===== src/rtl/sonar_pkg.sv =====
// ---------------------------------------------------------------------------
// sonar_pkg
// Shared types and default constants for the ultrasonic sonar sequencer:
// FSM state encoding, default timing constants, the "no echo" distance code
// and the measurement result payload.
// ---------------------------------------------------------------------------
package sonar_pkg;

    // Default timing in clk cycles (50 MHz reference clock).
    localparam int unsigned TRIG_CYCLES_DEF    = 500;
    localparam int unsigned CYC_PER_MM_DEF     = 292;
    localparam int unsigned TIMEOUT_CYCLES_DEF = 1_500_000;
    localparam int unsigned HOLDOFF_CYCLES_DEF = 3_000_000;

    localparam int unsigned DIST_W = 32;
    localparam int unsigned CNT_W  = 32;

    // Distance reported when no usable echo was seen.
    localparam logic [DIST_W-1:0] TIMEOUT_CODE = 32'hFFFF_FFFF;

    typedef enum logic [2:0] {
        ST_IDLE      = 3'd0,
        ST_PULSE     = 3'd1,
        ST_WAIT_RISE = 3'd2,
        ST_ECHO      = 3'd3,
        ST_HOLDOFF   = 3'd4
    } state_t;

    // Result of one measurement, updated together on each valid pulse.
    typedef struct packed {
        logic              timeout;
        logic [DIST_W-1:0] distance;
    } meas_t;

    // Result reported for a missing or over-long echo.
    function automatic meas_t timeout_result();
        meas_t m;
        m.timeout  = 1'b1;
        m.distance = TIMEOUT_CODE;
        return m;
    endfunction

endpackage


===== src/rtl/sonar_sequencer_if.sv =====
// ---------------------------------------------------------------------------
// sonar_sequencer_if
// Bundles the controller request/result handshake and the sensor pins.
//   trigger    : controller -> sequencer, level request held until triggerSuc
//   echo       : sensor     -> sequencer, asynchronous echo pin
//   trig_out   : sequencer  -> sensor, trigger pin
//   triggerSuc : sequencer  -> controller, 1-cycle "trigger pulse done"
//   valid      : sequencer  -> controller, 1-cycle "result updated"
//   distance   : sequencer  -> controller, last distance in mm
//   timeout    : sequencer  -> controller, last measurement timed out
// master = controller/sensor side, slave = sequencer side.
// ---------------------------------------------------------------------------
interface sonar_sequencer_if;

    logic                           trigger;
    logic                           echo;
    logic                           trig_out;
    logic                           triggerSuc;
    logic                           valid;
    logic [sonar_pkg::DIST_W-1:0]   distance;
    logic                           timeout;

    modport master (
        output trigger,
        output echo,
        input  trig_out,
        input  triggerSuc,
        input  valid,
        input  distance,
        input  timeout
    );

    modport slave (
        input  trigger,
        input  echo,
        output trig_out,
        output triggerSuc,
        output valid,
        output distance,
        output timeout
    );

endinterface


===== src/rtl/sync_edge.sv =====
// ---------------------------------------------------------------------------
// sync_edge
// Two-flop synchronizer for an asynchronous input followed by a rise/fall
// detector working on the synchronized level.
//   clk       : clock
//   rst_n     : synchronous active-low reset
//   i_async   : asynchronous input
//   o_level   : synchronized level (registered)
//   o_rise_c  : synchronized level rose this cycle (decoded from flops)
//   o_fall_c  : synchronized level fell this cycle (decoded from flops)
// ---------------------------------------------------------------------------
module sync_edge (
    input  logic clk,
    input  logic rst_n,
    input  logic i_async,
    output logic o_level,
    output logic o_rise_c,
    output logic o_fall_c
);

    logic r_meta;
    logic r_sync;
    logic r_prev;

    // Synchronizer chain plus one delayed copy for edge detection.
    always_ff @(posedge clk) begin
        if (!rst_n) begin
            r_meta <= 1'b0;
            r_sync <= 1'b0;
            r_prev <= 1'b0;
        end else begin
            r_meta <= i_async;
            r_sync <= r_meta;
            r_prev <= r_sync;
        end
    end

    assign o_level  = r_sync;
    assign o_rise_c = r_sync & ~r_prev;
    assign o_fall_c = ~r_sync & r_prev;

endmodule


===== src/rtl/sonar_sequencer.sv =====
// ---------------------------------------------------------------------------
// sonar_sequencer
// Drives an ultrasonic range sensor: on a controller request it produces the
// trigger pulse, times the echo in whole millimetres, reports the result and
// then enforces a quiet hold-off before the next measurement.
//   clk    : clock, all logic on the rising edge
//   rst_n  : synchronous active-low reset
//   sonar  : sonar_sequencer_if.slave (trigger/echo in; trig_out,
//            triggerSuc, valid, distance, timeout out, all registered)
// ---------------------------------------------------------------------------
module sonar_sequencer
    import sonar_pkg::*;
#(
    parameter int unsigned TRIG_CYCLES    = TRIG_CYCLES_DEF,
    parameter int unsigned CYC_PER_MM     = CYC_PER_MM_DEF,
    parameter int unsigned TIMEOUT_CYCLES = TIMEOUT_CYCLES_DEF,
    parameter int unsigned HOLDOFF_CYCLES = HOLDOFF_CYCLES_DEF
) (
    input  logic              clk,
    input  logic              rst_n,
    sonar_sequencer_if.slave  sonar
);

    localparam int unsigned SUB_W = (CYC_PER_MM > 1) ? $clog2(CYC_PER_MM) : 1;
    localparam logic [SUB_W-1:0] SUB_LAST = SUB_W'(CYC_PER_MM - 1);

    // The rise-detect cycle is already one echo-high cycle, so the counters
    // start as if that cycle had been counted.
    localparam logic [SUB_W-1:0]  SUB_INIT = (CYC_PER_MM > 1) ? SUB_W'(1) : SUB_W'(0);
    localparam logic [DIST_W-1:0] MM_INIT  = (CYC_PER_MM > 1) ? DIST_W'(0) : DIST_W'(1);

    localparam logic [CNT_W-1:0] LOAD_TRIG    = CNT_W'(TRIG_CYCLES - 1);
    localparam logic [CNT_W-1:0] LOAD_TIMEOUT = CNT_W'(TIMEOUT_CYCLES - 1);
    localparam logic [CNT_W-1:0] LOAD_HOLDOFF = CNT_W'(HOLDOFF_CYCLES - 1);

    state_t            r_state;
    logic [CNT_W-1:0]  r_cnt;
    logic [SUB_W-1:0]  r_sub;
    logic [DIST_W-1:0] r_mm;
    logic              r_trig_out;
    logic              r_trig_suc;
    logic              r_valid;
    meas_t             r_meas;

    logic w_echo_level;
    logic w_echo_rise;
    logic w_echo_fall;
    logic w_cnt_zero;

    sync_edge u_sync_edge (
        .clk      (clk),
        .rst_n    (rst_n),
        .i_async  (sonar.echo),
        .o_level  (w_echo_level),
        .o_rise_c (w_echo_rise),
        .o_fall_c (w_echo_fall)
    );

    assign w_cnt_zero = (r_cnt == '0);

    // Measurement FSM; r_cnt is the single phase timer, reloaded on each entry.
    always_ff @(posedge clk) begin
        if (!rst_n) begin
            r_state    <= ST_IDLE;
            r_cnt      <= '0;
            r_sub      <= '0;
            r_mm       <= '0;
            r_trig_out <= 1'b0;
            r_trig_suc <= 1'b0;
            r_valid    <= 1'b0;
            r_meas     <= '0;
        end else begin
            r_trig_suc <= 1'b0;
            r_valid    <= 1'b0;

            case (r_state)
                ST_IDLE: begin
                    if (sonar.trigger) begin
                        r_state    <= ST_PULSE;
                        r_trig_out <= 1'b1;
                        r_cnt      <= LOAD_TRIG;
                    end
                end

                // Once started the pulse runs to completion regardless of trigger.
                ST_PULSE: begin
                    if (w_cnt_zero) begin
                        r_state    <= ST_WAIT_RISE;
                        r_trig_out <= 1'b0;
                        r_trig_suc <= 1'b1;
                        r_cnt      <= LOAD_TIMEOUT;
                    end else begin
                        r_cnt <= r_cnt - CNT_W'(1);
                    end
                end

                ST_WAIT_RISE: begin
                    if (w_echo_rise) begin
                        r_state <= ST_ECHO;
                        r_sub   <= SUB_INIT;
                        r_mm    <= MM_INIT;
                        r_cnt   <= LOAD_TIMEOUT;
                    end else if (w_cnt_zero) begin
                        r_state <= ST_HOLDOFF;
                        r_valid <= 1'b1;
                        r_meas  <= timeout_result();
                        r_cnt   <= LOAD_HOLDOFF;
                    end else begin
                        r_cnt <= r_cnt - CNT_W'(1);
                    end
                end

                // Sub-counter divides echo time into mm steps; fall wins over timeout.
                ST_ECHO: begin
                    if (w_echo_fall) begin
                        r_state         <= ST_HOLDOFF;
                        r_valid         <= 1'b1;
                        r_meas.timeout  <= 1'b0;
                        r_meas.distance <= r_mm;
                        r_cnt           <= LOAD_HOLDOFF;
                    end else if (w_cnt_zero && w_echo_level) begin
                        r_state <= ST_HOLDOFF;
                        r_valid <= 1'b1;
                        r_meas  <= timeout_result();
                        r_cnt   <= LOAD_HOLDOFF;
                    end else begin
                        r_cnt <= r_cnt - CNT_W'(1);
                        if (r_sub == SUB_LAST) begin
                            r_sub <= '0;
                            r_mm  <= r_mm + DIST_W'(1);
                        end else begin
                            r_sub <= r_sub + SUB_W'(1);
                        end
                    end
                end

                ST_HOLDOFF: begin
                    if (w_cnt_zero) begin
                        r_state <= ST_IDLE;
                    end else begin
                        r_cnt <= r_cnt - CNT_W'(1);
                    end
                end

                default: begin
                    r_state <= ST_IDLE;
                end
            endcase
        end
    end

    assign sonar.trig_out   = r_trig_out;
    assign sonar.triggerSuc = r_trig_suc;
    assign sonar.valid      = r_valid;
    assign sonar.distance   = r_meas.distance;
    assign sonar.timeout    = r_meas.timeout;

endmodule


===== src/flat_wrapper.sv =====
// flat-port wrapper written by rule: the top's interface ports become plain ports
module sonar_sequencer_flat import sonar_pkg::*;
#(
    parameter int unsigned TRIG_CYCLES    = TRIG_CYCLES_DEF,
    parameter int unsigned CYC_PER_MM     = CYC_PER_MM_DEF,
    parameter int unsigned TIMEOUT_CYCLES = TIMEOUT_CYCLES_DEF,
    parameter int unsigned HOLDOFF_CYCLES = HOLDOFF_CYCLES_DEF
)
  (clk, rst_n, sonar_trigger, sonar_echo, sonar_trig_out, sonar_triggerSuc, sonar_valid, sonar_distance, sonar_timeout);
  sonar_sequencer_if sonar_i ();
  input  logic clk;
  input  logic rst_n;
  input wire logic [$bits(sonar_i.trigger)-1:0] sonar_trigger;
  input wire logic [$bits(sonar_i.echo)-1:0] sonar_echo;
  output wire logic [$bits(sonar_i.trig_out)-1:0] sonar_trig_out;
  output wire logic [$bits(sonar_i.triggerSuc)-1:0] sonar_triggerSuc;
  output wire logic [$bits(sonar_i.valid)-1:0] sonar_valid;
  output wire logic [$bits(sonar_i.distance)-1:0] sonar_distance;
  output wire logic [$bits(sonar_i.timeout)-1:0] sonar_timeout;
  assign sonar_i.trigger = sonar_trigger;
  assign sonar_i.echo = sonar_echo;
  assign sonar_trig_out = sonar_i.trig_out;
  assign sonar_triggerSuc = sonar_i.triggerSuc;
  assign sonar_valid = sonar_i.valid;
  assign sonar_distance = sonar_i.distance;
  assign sonar_timeout = sonar_i.timeout;
  sonar_sequencer #(.TRIG_CYCLES(TRIG_CYCLES), .CYC_PER_MM(CYC_PER_MM), .TIMEOUT_CYCLES(TIMEOUT_CYCLES), .HOLDOFF_CYCLES(HOLDOFF_CYCLES)) u_core (.clk(clk), .rst_n(rst_n), .sonar(sonar_i));
endmodule

===== config.mk =====
export PLATFORM = sky130hd
export DESIGN_NAME = sonar_sequencer_flat
export DESIGN_NICKNAME = d
export VERILOG_FILES = /design/src/rtl/sonar_pkg.sv /design/src/rtl/sonar_sequencer_if.sv /design/src/rtl/sync_edge.sv /design/src/rtl/sonar_sequencer.sv /design/src/flat_wrapper.sv
export SDC_FILE = /design/constraint.sdc
export NUM_CORES = 1
export LEC_CHECK = 0
export ABC_CLOCK_PERIOD_IN_PS = 3100
export CORE_ASPECT_RATIO = 0.7
export CORE_MARGIN = 5
export CORE_UTILIZATION = 25
export DETAILED_ROUTE_END_ITERATION = 6
export PLACE_DENSITY_LB_ADDON = 0.1
export SLEW_MARGIN = 40
export SYNTH_ARGS = -nofsm -noshare
export SYNTH_HDL_FRONTEND = slang
export SYNTH_SLANG_ARGS = --single-unit

===== constraint.sdc =====
create_clock -name clk -period 3.1 [get_ports clk]
set_input_delay 0.31 -clock clk [delete_from_list [all_inputs] [get_ports clk]]
set_output_delay 0.31 -clock clk [all_outputs]
set_load 0.01 [all_outputs]

### Word level (Yosys, flattened, before mapping)

Index checks and enable logic that the tools add are counted.

| cells by class | value |
|---|---|
| $add $sub $neg | 3 |
| equality and inequality tests | 17 |
| mux-type cells | 39 |
| bitwise operators | 4 |
| reduce and logical (&&, ||, !) cells | 13 |

Operators with widths:

| operator | number |
|---|---|
| $mux W32 | 11 |
| $pmux W32 S5 | 1 |
| $mux W33 | 4 |
| $pmux W33 S2 | 1 |
| $pmux W32 S2 | 1 |
| $mux W9 | 4 |
| $add A32 B1 Y32 const B | 1 |
| $logic_not A32 Y1 | 1 |
| $sub A32 B1 Y32 const B | 1 |
| $mux W3 | 7 |
| $pmux W9 S2 | 1 |
| $pmux W3 S5 | 1 |
| $ne A2 B2 Y1 const B | 6 |
| $reduce_and A5 Y1 | 2 |
| $add A9 B1 Y9 const B | 1 |
| $eq A9 B9 Y1 const B | 1 |
| $ne A2 B1 Y1 const B | 4 |
| $reduce_and A4 Y1 | 2 |
| $eq A3 B2 Y1 const B | 2 |
| $mux W1 | 6 |
| $ne A3 B2 Y1 const B | 2 |
| $reduce_and A3 Y1 | 2 |
| $reduce_bool A5 Y1 | 1 |
| $pmux W1 S2 | 2 |
| 8 further kinds | 11 |

| word-level totals | value |
|---|---|
| flip-flop bits (word level) | 115 |
| output and inout port bits | 36 |

### Longest topological paths before layout

| depth | value |
|---|---|
| depth in word-level cells | 5 |
| mapped depth | 11 |

### By module

A second synthesis with hierarchy kept.

| second synthesis, totals | value |
|---|---|
| cell total of the unflattened synthesis | 623 |
| area total of the unflattened synthesis | 5574.1 um^2 |

By module, submodules not included:

| module | times used | cells each | area an instance (um^2) |
|---|---|---|---|
| sonar_sequencer | 1 | 615 | 5482.8 |
| sync_edge | 1 | 8 | 91.3 |

### Worst setup path before layout

OpenSTA, ideal clock, no wires.

| timing | value |
|---|---|
| path kind | register -> register |
| start point | register u_core.r_cnt[0] |
| end point | register u_core.r_cnt[16] |
| data arrival time | 2.407 ns |
| slack | 0.601 ns |
| cell stages (with the launch flop) | 10 |
| path buffers | 1 |
| clock period less this slack | 2.499 ns |
| cells stage by stage | dfxtp_1 inv_1 ha_1 or3b_2 nor4_1 a41oi_1 a211oi_2 buf_2 a31oi_1 o32ai_1 |

| on the way | value |
|---|---|
| cells in the longest elaborated chain, start to end | 5 |

RTL lines:

| element | RTL line | text |
|---|---|---|
| start: declaration | sonar_sequencer.sv:37 | `logic [CNT_W-1:0] r_cnt;` |
| start signal: assignment | sonar_sequencer.sv:93 | `r_cnt <= r_cnt - CNT_W'(1);` |
| start signal: assignment | sonar_sequencer.sv:109 | `r_cnt <= r_cnt - CNT_W'(1);` |
| start signal: assignment | sonar_sequencer.sv:127 | `r_cnt <= r_cnt - CNT_W'(1);` |
| parallel branches: the longest is 5 deep, another holds $sub A32 B1 Y32 | n/a |  |

Several ways; the timed one is not identified. The select of a mux whose other input is x is not followed.
A chain may end at the register's enable or synchronous reset.

### Final worst setup path

| timing | value |
|---|---|
| start point | register u_core.r_cnt[0] |
| end point | register u_core.r_cnt[5] |

Same word-level chain as after synthesis.

==> parameters.txt <==
Parameter                              Value

Worst hold path
  Worst Hold Endpoint    u_core.r_cnt[20]
  Beginning of the worst hold path    rst_n
  Worst Hold Depth    5
  Worst hold path type    input pin to register

Critical path
  Critical-path maximum fanout    8
  Required time at the worst-slack endpoint    approximately 3400 ps
  End of the worst register-to-register path    u_core.r_cnt[5]
  Startpoint of the lowest-slack register-to-register path    u_core.r_cnt[0]
  Worst-path cell with the longest stage delay    sky130_fd_sc_hd__nor4_1
  Setup crit end kind    register
  Delay of the slowest cell on the worst path    560 ps
  Critical Path, Cell by Cell    inv_1, ha_1, or3b_2, nor4_1, a41oi_1, a211oi_4, buf_4, o211ai_1, o221ai_1
  Kind of critical path    register to register
  Worst setup slack for register-to-register paths    230 ps
  Arrival time at the worst endpoint    between 3000 and 4000 ps
  Number of cells traversed by the worst register-to-register path    9
  Startpoint Class    register

Drt
  DRT met1 WL    9.99 mm
  Mean routed wirelength per cell    17.6 µm
  ANT nets after route    0
  Met3 wire len    929 µm
  Number of vias after detailed routing    5469
  Remaining DRCs    0
  WL final    18.3 mm
  Number of DRC markers after the initial detailed-route iteration    433
  Vias per cell    5.28
  Routed met2 length    7.14 mm
  Pre-antenna DRT Iters    5
  Top routing layer in use    met4

Layout
  Area occupied by registers    around 2300 µm²
  Ant. Diodes    0
  Number of nets at the end of the flow    717
  Number of standard cells in the final layout excluding fillers    a little over 1000
  Total area of multi-input combinational cells    roughly 3200 µm²
  Synth-to-layout area growth    24.8%
  Share of layout cells above drive strength 1    0.176
  Number of fillers in the final layout    ~2400

Floorplanning
  Ports    40
  Area enclosed by the die boundary    ~26000 µm²
  Core Rows    46
  Height of the die    around 140 µm
  Die W    191 µm
  Core Area    between 20000 and 25000 µm²
  Effective utilization at floorplan    0.254

Timing
  Pins over their slew limit    0
  Number of setup violations in the final report    0
  Worst slew margin    0.465
  Setup tns final    0 ps
  Final critical-path setup slack    235 ps
  Final min period    2870 ps
  Period utilization    0.924
  Final setup skew    13.8 ps
  Measured slew at the worst slew-check pin    798 ps
  Hold Violations, Final    0
  Fin Hold WS    430 ps
  Highest attainable clock frequency    0.349 GHz
  Unrepaired setup endpoints after global routing    no

Pwr
  Power density cells    536 nW/µm²
  Worst supply voltage drop on vdd    0.321 mV
  Static Leak    2.33 nW
  Power Total    3.85 mW

Yosys
  Multiplexer share of the synthesized area    0.00522
  Complex-gate fraction of the synthesized area    0.264
  Post-synth top area share    0.400
  Fraction of synthesized cell area in xor and xnor cells    0.0320
  Dominant combinational cell family by area after synthesis    compound AO/OA/AOI/OAI gates
  Dominant cell type by area after synthesis    sky130_fd_sc_hd__dfxtp_1
  Synthesized-area fraction occupied by and/or/nand/nor cells    0.239
  Total of warnings raised by yosys    0
  Asr flop ratio synth    0
  Net count after synthesis    664
  Mean area per synthesized cell    8.76 µm²
  Top cell types by occurrence after synthesis    sky130_fd_sc_hd__dfxtp_1, sky130_fd_sc_hd__nand2_1, sky130_fd_sc_hd__nor2_1
  Sequential share of the synthesized area    0.400
  Most common cell in the synthesized netlist    sky130_fd_sc_hd__dfxtp_1
  EDFF count, synth    0
  Number of library cell types mapped by synthesis    76
  Cell area after technology mapping    5750 µm²
  Synthesized-area fraction occupied by adder cells    0.00652
  Post-Synthesis Cells    between 600 and 700
  Ys flop type    sky130_fd_sc_hd__dfxtp_1
  Synth top area cells    sky130_fd_sc_hd__dfxtp_1, sky130_fd_sc_hd__o221a_2, sky130_fd_sc_hd__nand2_1
  Number of synthesized register bits    115

Global route
  Via count of the first global-routing pass    5230
  Residual overflow from global routing    0
  Wire length of the first global-routing pass    29.5 mm
  Antenna violations before repair    0
  Maximum number of pins on one net before global-route repair    47
  GRT Total Usage    0.143

Run
  Maxcap violations    0

CTS
  Post-CTS Hold Buffers    0
  Sink count of the clock tree    115
  Clock latency at the later pin of the worst-skew pair    420 ps
  Post-CTS sizing    0
  Number of H-tree levels    4
  Total clock buffers created by CTS    17
  Count of buffers added by post-CTS timing repair for setup    0
  Root buffer cell    sky130_fd_sc_hd__clkbuf_16
  Clock tree from TritonCTS    done
  Clock-pin transition on the worst setup and hold timing paths    60 ps
  Maximum count of clock buffers along a single path    2

Placement
  Port-buffer cells    39
  Detailed Place HPWL    12.7 mm
  Place WS    around 280 ps
  Number of instances in the placed design    1003
  Weighted congestion reported at the end of routability-driven placement    0.840

Run status
  Outcome    finished, final reports clean
[area by class of cell]
| class | instances | area share |
|---|---|---|
| multi-input combinational | 482 | 0.439 |
| inverter | 16 | 0.00836 |
| tap | 312 | 0.0544 |
| clock buffer | 17 | 0.0592 |
| timing repair buffer | 78 | 0.0979 |
| sequential | 115 | 0.321 |
| clock inverter | 15 | 0.0202 |
[sequential cells by signal (all words and copies together), names as in the netlist]
signal and count:
u_core.sonar.timeout 1, u_core.u_sync_edge.o_level 1, u_core.sonar.trig_out 1, u_core.u_sync_edge.r_meta 1, u_core.r_state 3, u_core.r_cnt 32, u_core.sonar.valid 1, u_core.r_mm 32
u_core.r_sub 9, u_core.u_sync_edge.r_prev 1, u_core.sonar.distance 32, u_core.sonar.triggerSuc 1
[worst max-delay path by stage]
| stage | from | end | slack (ps) | cells past startpoint |
|---|---|---|---|---|
| after floorplan | u_core.r_cnt[0] | u_core.r_cnt[16] | 600 | 9 |
| after global placement | u_core.r_cnt[0] | u_core.r_cnt[10] | 240 | 9 |
| after detailed placement | u_core.r_cnt[0] | u_core.r_cnt[5] | 280 | 9 |
| after CTS | u_core.r_cnt[0] | u_core.r_cnt[5] | 260 | 9 |
| after global routing | u_core.r_cnt[0] | u_core.r_cnt[7] | 90 | 9 |
| final | u_core.r_cnt[0] | u_core.r_cnt[5] | 230 | 9 |
[routing by layer]
metal / global-route usage / vias to the layer above
met2: 0.193 / 167
met3: 0.0349 / 20
met4: 0.0411 / 0
li1: - / 2610
met5: 0 / -
met1: 0.222 / 2672
[layout by cell type (no fill, tap or decap), types with 5 or more instances in the layout]
cell and instances:
sky130_fd_sc_hd__a21oi_2 14, sky130_fd_sc_hd__o31ai_1 14, sky130_fd_sc_hd__a31oi_1 5, sky130_fd_sc_hd__nand2b_1 8
sky130_fd_sc_hd__inv_1 15, sky130_fd_sc_hd__o21ai_0 22, sky130_fd_sc_hd__nand4_1 11, sky130_fd_sc_hd__or3_1 20
sky130_fd_sc_hd__xnor2_1 15, sky130_fd_sc_hd__nand2_1 62, sky130_fd_sc_hd__inv_6 8, sky130_fd_sc_hd__and2_1 6
sky130_fd_sc_hd__a21oi_1 38, sky130_fd_sc_hd__or4_1 25, sky130_fd_sc_hd__a211oi_1 7, sky130_fd_sc_hd__xor2_1 6
sky130_fd_sc_hd__a2111oi_0 7, sky130_fd_sc_hd__buf_4 37, sky130_fd_sc_hd__nand3_1 19, sky130_fd_sc_hd__clkbuf_16 17
sky130_fd_sc_hd__o221a_2 21, sky130_fd_sc_hd__o211ai_1 7, sky130_fd_sc_hd__nor2_1 49, sky130_fd_sc_hd__nor3_1 23
sky130_fd_sc_hd__nor4_1 12, sky130_fd_sc_hd__clkdlybuf4s50_1 38, sky130_fd_sc_hd__o221a_1 11, sky130_fd_sc_hd__dfxtp_1 115
[through the flow]
stage | area (µm²) | utilization
5_1_grt | 7180 | 0.317
3_5_place_dp | 6610 | 0.291
4_1_cts | 7180 | 0.317
3_3_place_gp | 6610 | 0.291
2_1_floorplan | 5750 | -
6_report | 7180 | 0.317
[worst max-delay path, delay by kind of cell (launching register included)]
family / cells / cell delay [ps]
simple gates: 2 / 1080
compound gates: 4 / 840
flops: 1 / 350
buf+inv: 2 / 310
fa+ha+maj: 1 / 200
[logic make-up after synthesis]
| group | after synthesis |
|---|---|
| AOI/OAI and AO/OA | 194 |
| xor gates and xnor gates | 21 |
| adders and majority gates | 3 |
| buffers and inverters | 60 |
| DFF | 115 |
| muxes | 3 |
| and+or+nand+nor | 261 |
[where the power goes]
part | total (mW) | internal (mW) | switching (mW)
Sequential | 1.54 | 1.51 | 0.0314
Combinational | 0.391 | 0.140 | 0.251
Clock | 1.92 | 1.12 | 0.800
Total | 3.85 | 2.77 | 1.08
Power figures use the tool's default switching activity.
